==> src/rtl/bit_16_pkg.sv <==
// Shared constants and types for the bit_16 ripple-carry adder.
package bit_16_pkg;

  // Operand and sum width of the adder.
  localparam int WIDTH = 16;

  // Full result: carry-out in the top bit, sum below it.
  typedef logic [WIDTH:0] result_t;

  // Two's-complement overflow from the carries around the most significant bit.
  function automatic logic overflow_flag(input logic carry_into_msb, input logic carry_out_msb);
    return carry_into_msb ^ carry_out_msb;
  endfunction

endpackage

==> src/rtl/bit_16_full_adder.sv <==
// One-bit full adder cell used as the building block of the ripple chain.
module full_adder (
  input  logic a,
  input  logic b,
  input  logic cin,
  output logic s,
  output logic cout
);

  logic prop;

  // Propagate term is shared between the sum and the carry logic.
  assign prop = a ^ b;
  assign s    = prop ^ cin;
  assign cout = (a & b) | (cin & prop);

endmodule

==> src/rtl/bit_16.sv <==
// bit_16: ripple-carry adder with combinational sum/cout and a registered
// copy of sum, cout and the signed overflow flag.
module bit_16
  import bit_16_pkg::*;
#(
  parameter int WIDTH_P = bit_16_pkg::WIDTH
) (
  input  logic               clk,
  input  logic               rst,
  input  logic [WIDTH_P-1:0] a,
  input  logic [WIDTH_P-1:0] b,
  input  logic               cin,
  output logic [WIDTH_P-1:0] sum,
  output logic               cout,
  output logic [WIDTH_P-1:0] sum_q,
  output logic               cout_q,
  output logic               ovf_q
);

  // carry[i] is the carry into bit i; carry[WIDTH_P] leaves the top bit.
  logic [WIDTH_P:0]   carry;
  logic [WIDTH_P-1:0] sum_d;
  logic               cout_d;
  logic               ovf_d;

  assign carry[0] = cin;

  // One full adder per bit, chained through the carry vector.
  for (genvar i = 0; i < WIDTH_P; i++) begin : g_bit
    full_adder u_fa (
      .a    (a[i]),
      .b    (b[i]),
      .cin  (carry[i]),
      .s    (sum_d[i]),
      .cout (carry[i+1])
    );
  end

  assign cout_d = carry[WIDTH_P];
  assign ovf_d  = overflow_flag(carry[WIDTH_P-1], carry[WIDTH_P]);

  // Combinational outputs are independent of clock and reset.
  assign sum  = sum_d;
  assign cout = cout_d;

  // Registered copy of the result; reset clears it immediately.
  always_ff @(posedge clk or posedge rst) begin
    if (rst) begin
      sum_q  <= {WIDTH_P{1'b0}};
      cout_q <= 1'b0;
      ovf_q  <= 1'b0;
    end else begin
      sum_q  <= sum_d;
      cout_q <= cout_d;
      ovf_q  <= ovf_d;
    end
  end

endmodule

==> config.mk <==
export PLATFORM = sky130hd
export DESIGN_NAME = bit_16
export DESIGN_NICKNAME = d
export VERILOG_FILES = /design/src/rtl/bit_16_pkg.sv /design/src/rtl/bit_16_full_adder.sv /design/src/rtl/bit_16.sv
export SDC_FILE = /design/constraint.sdc
export NUM_CORES = 1
export LEC_CHECK = 0
export CORE_MARGIN = 5
export CORE_UTILIZATION = 36
export CTS_BUF_LIST = sky130_fd_sc_hd__clkbuf_16
export CTS_CLUSTER_DIAMETER = 80
export DETAILED_ROUTE_END_ITERATION = 6
export GPL_TIMING_DRIVEN = 0
export HOLD_SLACK_MARGIN = 0.12
export PLACE_DENSITY = 0.84
export SLEW_MARGIN = 25
export SYNTH_ARGS = -nofsm -noshare
export SYNTH_HDL_FRONTEND = slang
export SYNTH_SLANG_ARGS = --single-unit
==> constraint.sdc <==
create_clock -name clk -period 24.6 [get_ports clk]
set_clock_uncertainty 0.1 [all_clocks]
set_input_delay 3.69 -clock clk [delete_from_list [all_inputs] [get_ports clk]]
set_output_delay 3.69 -clock clk [all_outputs]
set_load 0.1 [all_outputs]
=== Yosys cells after proc, flatten, opt, wreduce, memory -nomap -nowiden ===
Index checks and enable logic that the tools add are counted.

* Register bits: 18
* Output and inout bits: 35

* Bitwise logic cells: 81

{| class="wikitable"
|+ Operators by type and width
! kind !! count
|-
| $xor 1x1->1 || 33
|-
| $and 1x1->1 || 32
|-
| $or 1x1->1 || 16
|}

=== Logic depth before layout (Yosys ltp) ===
* Depth in word-level cells: 34
* Gate-level depth with buffers: 21
* Depth with buffers taken out: 20

=== Modules after synthesis ===
Synthesis repeated with hierarchy kept, for this count alone.

* Cells, all modules: 36
* Area total of the unflattened synthesis: 783.3 um2

{| class="wikitable"
|+ By module, submodules not included
! module !! times used !! cells each !! area each (um2)
|-
| bit_16 || 1 || 20 || 462.9
|-
| full_adder || 16 || 1 || 20.0
|}

=== Least setup slack after synthesis ===
No wires, ideal clock.

* Path type: input to output
* Start: input port a[0]
* End: output port sum[15]
* Data arrival time: 10.101 ns
* Setup slack: 10.709 ns
* Stages on the path: 21
* Cell sequence: fa_1 > fa_1 > fa_1 > fa_1 > fa_1 > fa_1 > fa_1 > fa_1 > fa_1 > fa_1 > fa_1 > fa_1 > fa_1 > inv_1 > fa_1 > inv_1 > fa_1 > inv_1 > fa_1 > inv_1 > buf_4

* Word-level cells in the longest chain between the ends: 32

{| class="wikitable"
|+ RTL lines
! element !! line !! source
|-
| start: declaration || bit_16.sv:10 || <nowiki>input logic [WIDTH_P-1:0] a,</nowiki>
|-
| $xor 1x1->1 || bit_16_full_adder.sv:13 || <nowiki>assign prop = a ^ b;</nowiki>
|-
| $and 1x1->1 || bit_16_full_adder.sv:15 || <nowiki>assign cout = (a & b) | (cin & prop);</nowiki>
|-
| $or 1x1->1 * || bit_16_full_adder.sv:15 ||
|-
| $and 1x1->1 * || bit_16_full_adder.sv:15 ||
|-
| $or 1x1->1 * || bit_16_full_adder.sv:15 ||
|-
| $and 1x1->1 * || bit_16_full_adder.sv:15 ||
|-
| $or 1x1->1 * || bit_16_full_adder.sv:15 ||
|-
| $and 1x1->1 * || bit_16_full_adder.sv:15 ||
|-
| [16 not listed] || -- ||
|-
| $or 1x1->1 * || bit_16_full_adder.sv:15 ||
|-
| $and 1x1->1 * || bit_16_full_adder.sv:15 ||
|-
| $or 1x1->1 * || bit_16_full_adder.sv:15 ||
|-
| $and 1x1->1 * || bit_16_full_adder.sv:15 ||
|-
| $or 1x1->1 * || bit_16_full_adder.sv:15 ||
|-
| $and 1x1->1 * || bit_16_full_adder.sv:15 ||
|-
| $or 1x1->1 * || bit_16_full_adder.sv:15 ||
|-
| $xor 1x1->1 * || bit_16_full_adder.sv:14 || <nowiki>assign s = prop ^ cin;</nowiki>
|-
| end: declaration || bit_16.sv:13 || <nowiki>output logic [WIDTH_P-1:0] sum,</nowiki>
|}

Mark *: on every way between the ends. The rest lies on a longest branch, timed or not.

=== Worst setup path in the final report ===
Same ends and word-level chain as after synthesis.

==> impl_metrics.prom <==
# TYPE chip_impl_metric gauge
chip_impl_metric{name="min_period_over_period",unit="%"} 63.4
chip_impl_metric{name="avgSynthCellArea",unit="um2"} 15.2
chip_impl_metric{name="design.core.area",unit="um2"} 2500
chip_impl_info{name="status",value="complete, no violations"} 1
chip_impl_metric{name="design.die.area",unit="um2"} 3740
chip_impl_metric{name="drive_gt1_share",unit="%"} 14.2
chip_impl_metric{name="wl_per_cell",unit="um"} 14.1
chip_impl_info{name="endpoint_kind",value="primary output"} 1
chip_impl_metric{name="multi_input_gate_area_in_the_final_layout",unit="um2"} 329
chip_impl_metric{name="grt_overflow_total",unit=""} 0
chip_impl_metric{name="wirelength_met1",unit="um"} 692
chip_impl_metric{name="critPathArrivalTime",unit="ps"} 11810
chip_impl_metric{name="max-clock-path-buffers",unit=""} 2
chip_impl_metric{name="totalPowerFinal",unit="W"} 0.000197
chip_impl_metric{name="setup-tns-final",unit="ps"} 0
chip_impl_metric{name="yosysWarningCount",unit=""} 0
chip_impl_metric{name="1st_iter_drt_viols",unit=""} 2
chip_impl_info{name="worst_path_max_delay_cell",value="sky130_fd_sc_hd__clkdlybuf4s50_1"} 1
chip_impl_metric{name="switching_share",unit="%"} 54.7
chip_impl_metric{name="critical-path-max-stage-delay",unit="ps"} 1120
chip_impl_metric{name="grt_first_pass_wirelength",unit="um"} 3750
chip_impl_metric{name="post-place-cells",unit=""} 161
chip_impl_metric{name="power.switching",unit="W"} 0.000108
chip_impl_metric{name="synth_cell_type_count",unit=""} 5
chip_impl_metric{name="synth_area",unit="um2"} 941
chip_impl_metric{name="numClockSinks",unit=""} 18
chip_impl_metric{name="globalplace.congestion",unit=""} 0.710
chip_impl_metric{name="vias",unit=""} 678
chip_impl_info{name="cell_family_contributing_the_most_delay_on_the_critical_path",value="adder cells"} 1
chip_impl_metric{name="port_buffers",unit=""} 69
chip_impl_metric{name="flow.area_growth_from_synthesis",unit="%"} 85.4
chip_impl_metric{name="antenna_found_initial",unit=""} 0
chip_impl_metric{name="power.density",unit="nW/um2"} 113
chip_impl_metric{name="sequential_cell_area",unit="um2"} 450
chip_impl_metric{name="final_number_of_setup_violating_endpoints",unit=""} 0
chip_impl_metric{name="vdd_drop_max",unit="mV"} 0.0927
chip_impl_metric{name="cts_inserted_buffers",unit=""} 3
chip_impl_info{name="cts_root_buf",value="sky130_fd_sc_hd__clkbuf_16"} 1
chip_impl_metric{name="placement.cell_area",unit="um2"} 1670
chip_impl_metric{name="floorplan.initialDensity",unit="%"} 37.6
chip_impl_metric{name="power_frac_seq",unit="%"} 18.6
chip_impl_metric{name="num_rows",unit=""} 18
chip_impl_metric{name="cts_max_level",unit=""} 1
chip_impl_metric{name="pin_count",unit=""} 70
chip_impl_info{name="hold_class",value="primary input to asynchronous set/reset pin"} 1
chip_impl_metric{name="tightestPinTransition",unit="ps"} 1000
chip_impl_metric{name="intPower",unit="W"} 0.0000895
chip_impl_metric{name="maximum_number_of_pins_on_one_net_before_global_route_repair",unit=""} 19
chip_impl_metric{name="fillers",unit=""} 169
chip_impl_metric{name="ys_seq_area_share",unit="%"} 47.9
chip_impl_metric{name="hold_violations",unit=""} 0
chip_impl_metric{name="die-height",unit="um"} 61.1
chip_impl_info{name="routed.top_layer",value="met4"} 1
chip_impl_metric{name="achievable-frequency",unit="GHz"} 0.0641
chip_impl_metric{name="max-slew-margin-rel",unit="%"} 32.9
chip_impl_metric{name="dpl.hpwl",unit="um"} 2090
chip_impl_metric{name="maxSlewViolCount",unit=""} 0
chip_impl_metric{name="fin_crit",unit="ps"} 15600
chip_impl_metric{name="postCtsSetupBuffers",unit=""} 0
chip_impl_metric{name="cts-hold-fix-buffers",unit=""} 0
chip_impl_metric{name="layoutNonFillerInstCount",unit=""} 164
chip_impl_metric{name="clkPwrFrac",unit="%"} 15.6
chip_impl_info{name="layout.cells.most_common",value="sky130_fd_sc_hd__clkdlybuf4s50_1"} 1
chip_impl_metric{name="final_core_utilization",unit="%"} 69.8
chip_impl_metric{name="floorplan.die.width",unit="um"} 61.1
chip_impl_metric{name="p_leak",unit="nW"} 0.771
chip_impl_metric{name="grtUsageTotal",unit="%"} 14.2
chip_impl_metric{name="clock_input_transition_at_the_sequential_cells_of_the_worst_setup_and_hold_paths",unit="ps"} 50
chip_impl_metric{name="worstPathMaxFanout",unit=""} 2
chip_impl_info{name="rsz_0062_raised_after_global_routing",value="false"} 1
chip_impl_metric{name="count_of_antenna_diodes_in_the_layout",unit=""} 0
chip_impl_info{name="path_cells",value="clkdlybuf4s50_1 -> fa_1 -> fa_1 -> fa_1 -> fa_1 -> fa_1 -> fa_1 -> fa_1 -> fa_1 -> fa_1 -> fa_1 -> fa_1 -> fa_1 -> fa_1 -> inv_1 -> fa_1 -> inv_1 -> fa_1 -> inv_1 -> fa_1 -> inv_1 -> buf_4 -> clkdlybuf4s50_1"} 1
chip_impl_info{name="worst-setup-path-type",value="primary input to primary output"} 1
chip_impl_metric{name="postSynthNetCount",unit=""} 113
chip_impl_metric{name="avgViaCountPerCell",unit=""} 4.13
chip_impl_metric{name="max_cap_violations",unit=""} 0
chip_impl_metric{name="drt-pass1-iter-count",unit=""} 2
chip_impl_metric{name="design_area",unit="um2"} 1740
chip_impl_metric{name="number_of_gates_resized_after_cts",unit=""} 0
chip_impl_info{name="commonest_cells_after_routing_fill_and_taps_aside",value="69 x sky130_fd_sc_hd__clkdlybuf4s50_1, 18 x sky130_fd_sc_hd__dfrtp_1, 16 x sky130_fd_sc_hd__fa_1, 16 x sky130_fd_sc_hd__buf_4, 11 x sky130_fd_sc_hd__inv_1"} 1
chip_impl_metric{name="synth_seq_cells",unit=""} 18
chip_impl_metric{name="met2RoutedLength",unit="um"} 1210
chip_impl_info{name="critical_path.startpoint_type",value="primary input"} 1
chip_impl_info{name="clock_tree_from_tritoncts",value="done"} 1
chip_impl_metric{name="wl_met3",unit="um"} 398
chip_impl_metric{name="synthesis.instances",unit=""} 62
chip_impl_metric{name="critPathBufInv",unit=""} 7
chip_impl_metric{name="drcViolationCount",unit=""} 0
chip_impl_info{name="critical_path.most_common_cell",value="sky130_fd_sc_hd__fa_1"} 1
chip_impl_metric{name="drtAntennaViolNets",unit=""} 0
chip_impl_metric{name="combPwrFrac",unit="%"} 65.8
chip_impl_metric{name="first_global_vias",unit=""} 841
chip_impl_metric{name="drt_wl_total",unit="um"} 2320
chip_impl_metric{name="timing.critical_path.required",unit="ps"} 20810
chip_impl_metric{name="number_of_nets_in_the_final_layout",unit=""} 187
## through the flow
| stage | hold slack [ps] | setup slack, ps |
|---|---|---|
| global route | 3840 | 8730 |
| CTS | 3770 | 8950 |
| detailed placement | 4030 | 9000 |
| finish | 3750 | 9000 |
| floorplan | 3530 | 10710 |
| global placement | 4030 | 9090 |
## cell families (layout without fill, tap and decap cells)
group | Yosys count | after routing | synth area share [%]
XOR/XNOR | 1 | 1 | 0.931
flip-flops | 18 | 18 | 47.9
buffers and inverters | 27 | 99 | 17.2
adder cells (fa/ha/maj) | 16 | 16 | 34.0
## flip-flops by register name, indices dropped and copies added, names as in the netlist
name and cells:
cout_q 1, sum_q 16, ovf_q 1
## synth_stat cells (all sizes together)
cell type  number  area (um2)
buf            16         120
dfrtp          18         450
fa             16         320
inv            11        41.3
xnor2           1        8.76
## area by class of cell
cell class,instances,area share [%]
sequential,18,25.8
clock buffer,3,4.30
buffer,16,6.89
inverter,11,2.37
tap,30,2.15
timing repair buffer,69,39.6
multi-input combinational,17,18.9
## path summary, 6_finish.rpt
check	endpoint	depth (start not counted)	start	slack, ps
min in group clk	sum_q[9]	2	b[9]	4050
min	sum_q[14]	2	rst	3750
max in group asynchronous	sum_q[1]	2	rst	20230
max	sum[15]	23	a[0]	9000
## power groups by stage
stage / clock network (W) / logic, W / registers [W]
2_1_floorplan: 0 / 0.0000560 / 0.0000798
3_3_place_gp: 0 / 0.000129 / 0.0000370
3_5_place_dp: 0 / 0.000131 / 0.0000373
4_1_cts: 0.0000316 / 0.000131 / 0.0000368
5_1_grt: 0.0000326 / 0.000135 / 0.0000375
6_report: 0.0000308 / 0.000130 / 0.0000368
## metal layers
metal / vias up / track usage (%)
met5: - / 0
met4: 0 / 2.79
met3: 2 / 8.81
met2: 44 / 24.5
met1: 324 / 14.7
li1: 308 / -
Note: power is estimated with default switching activity, not from simulation.
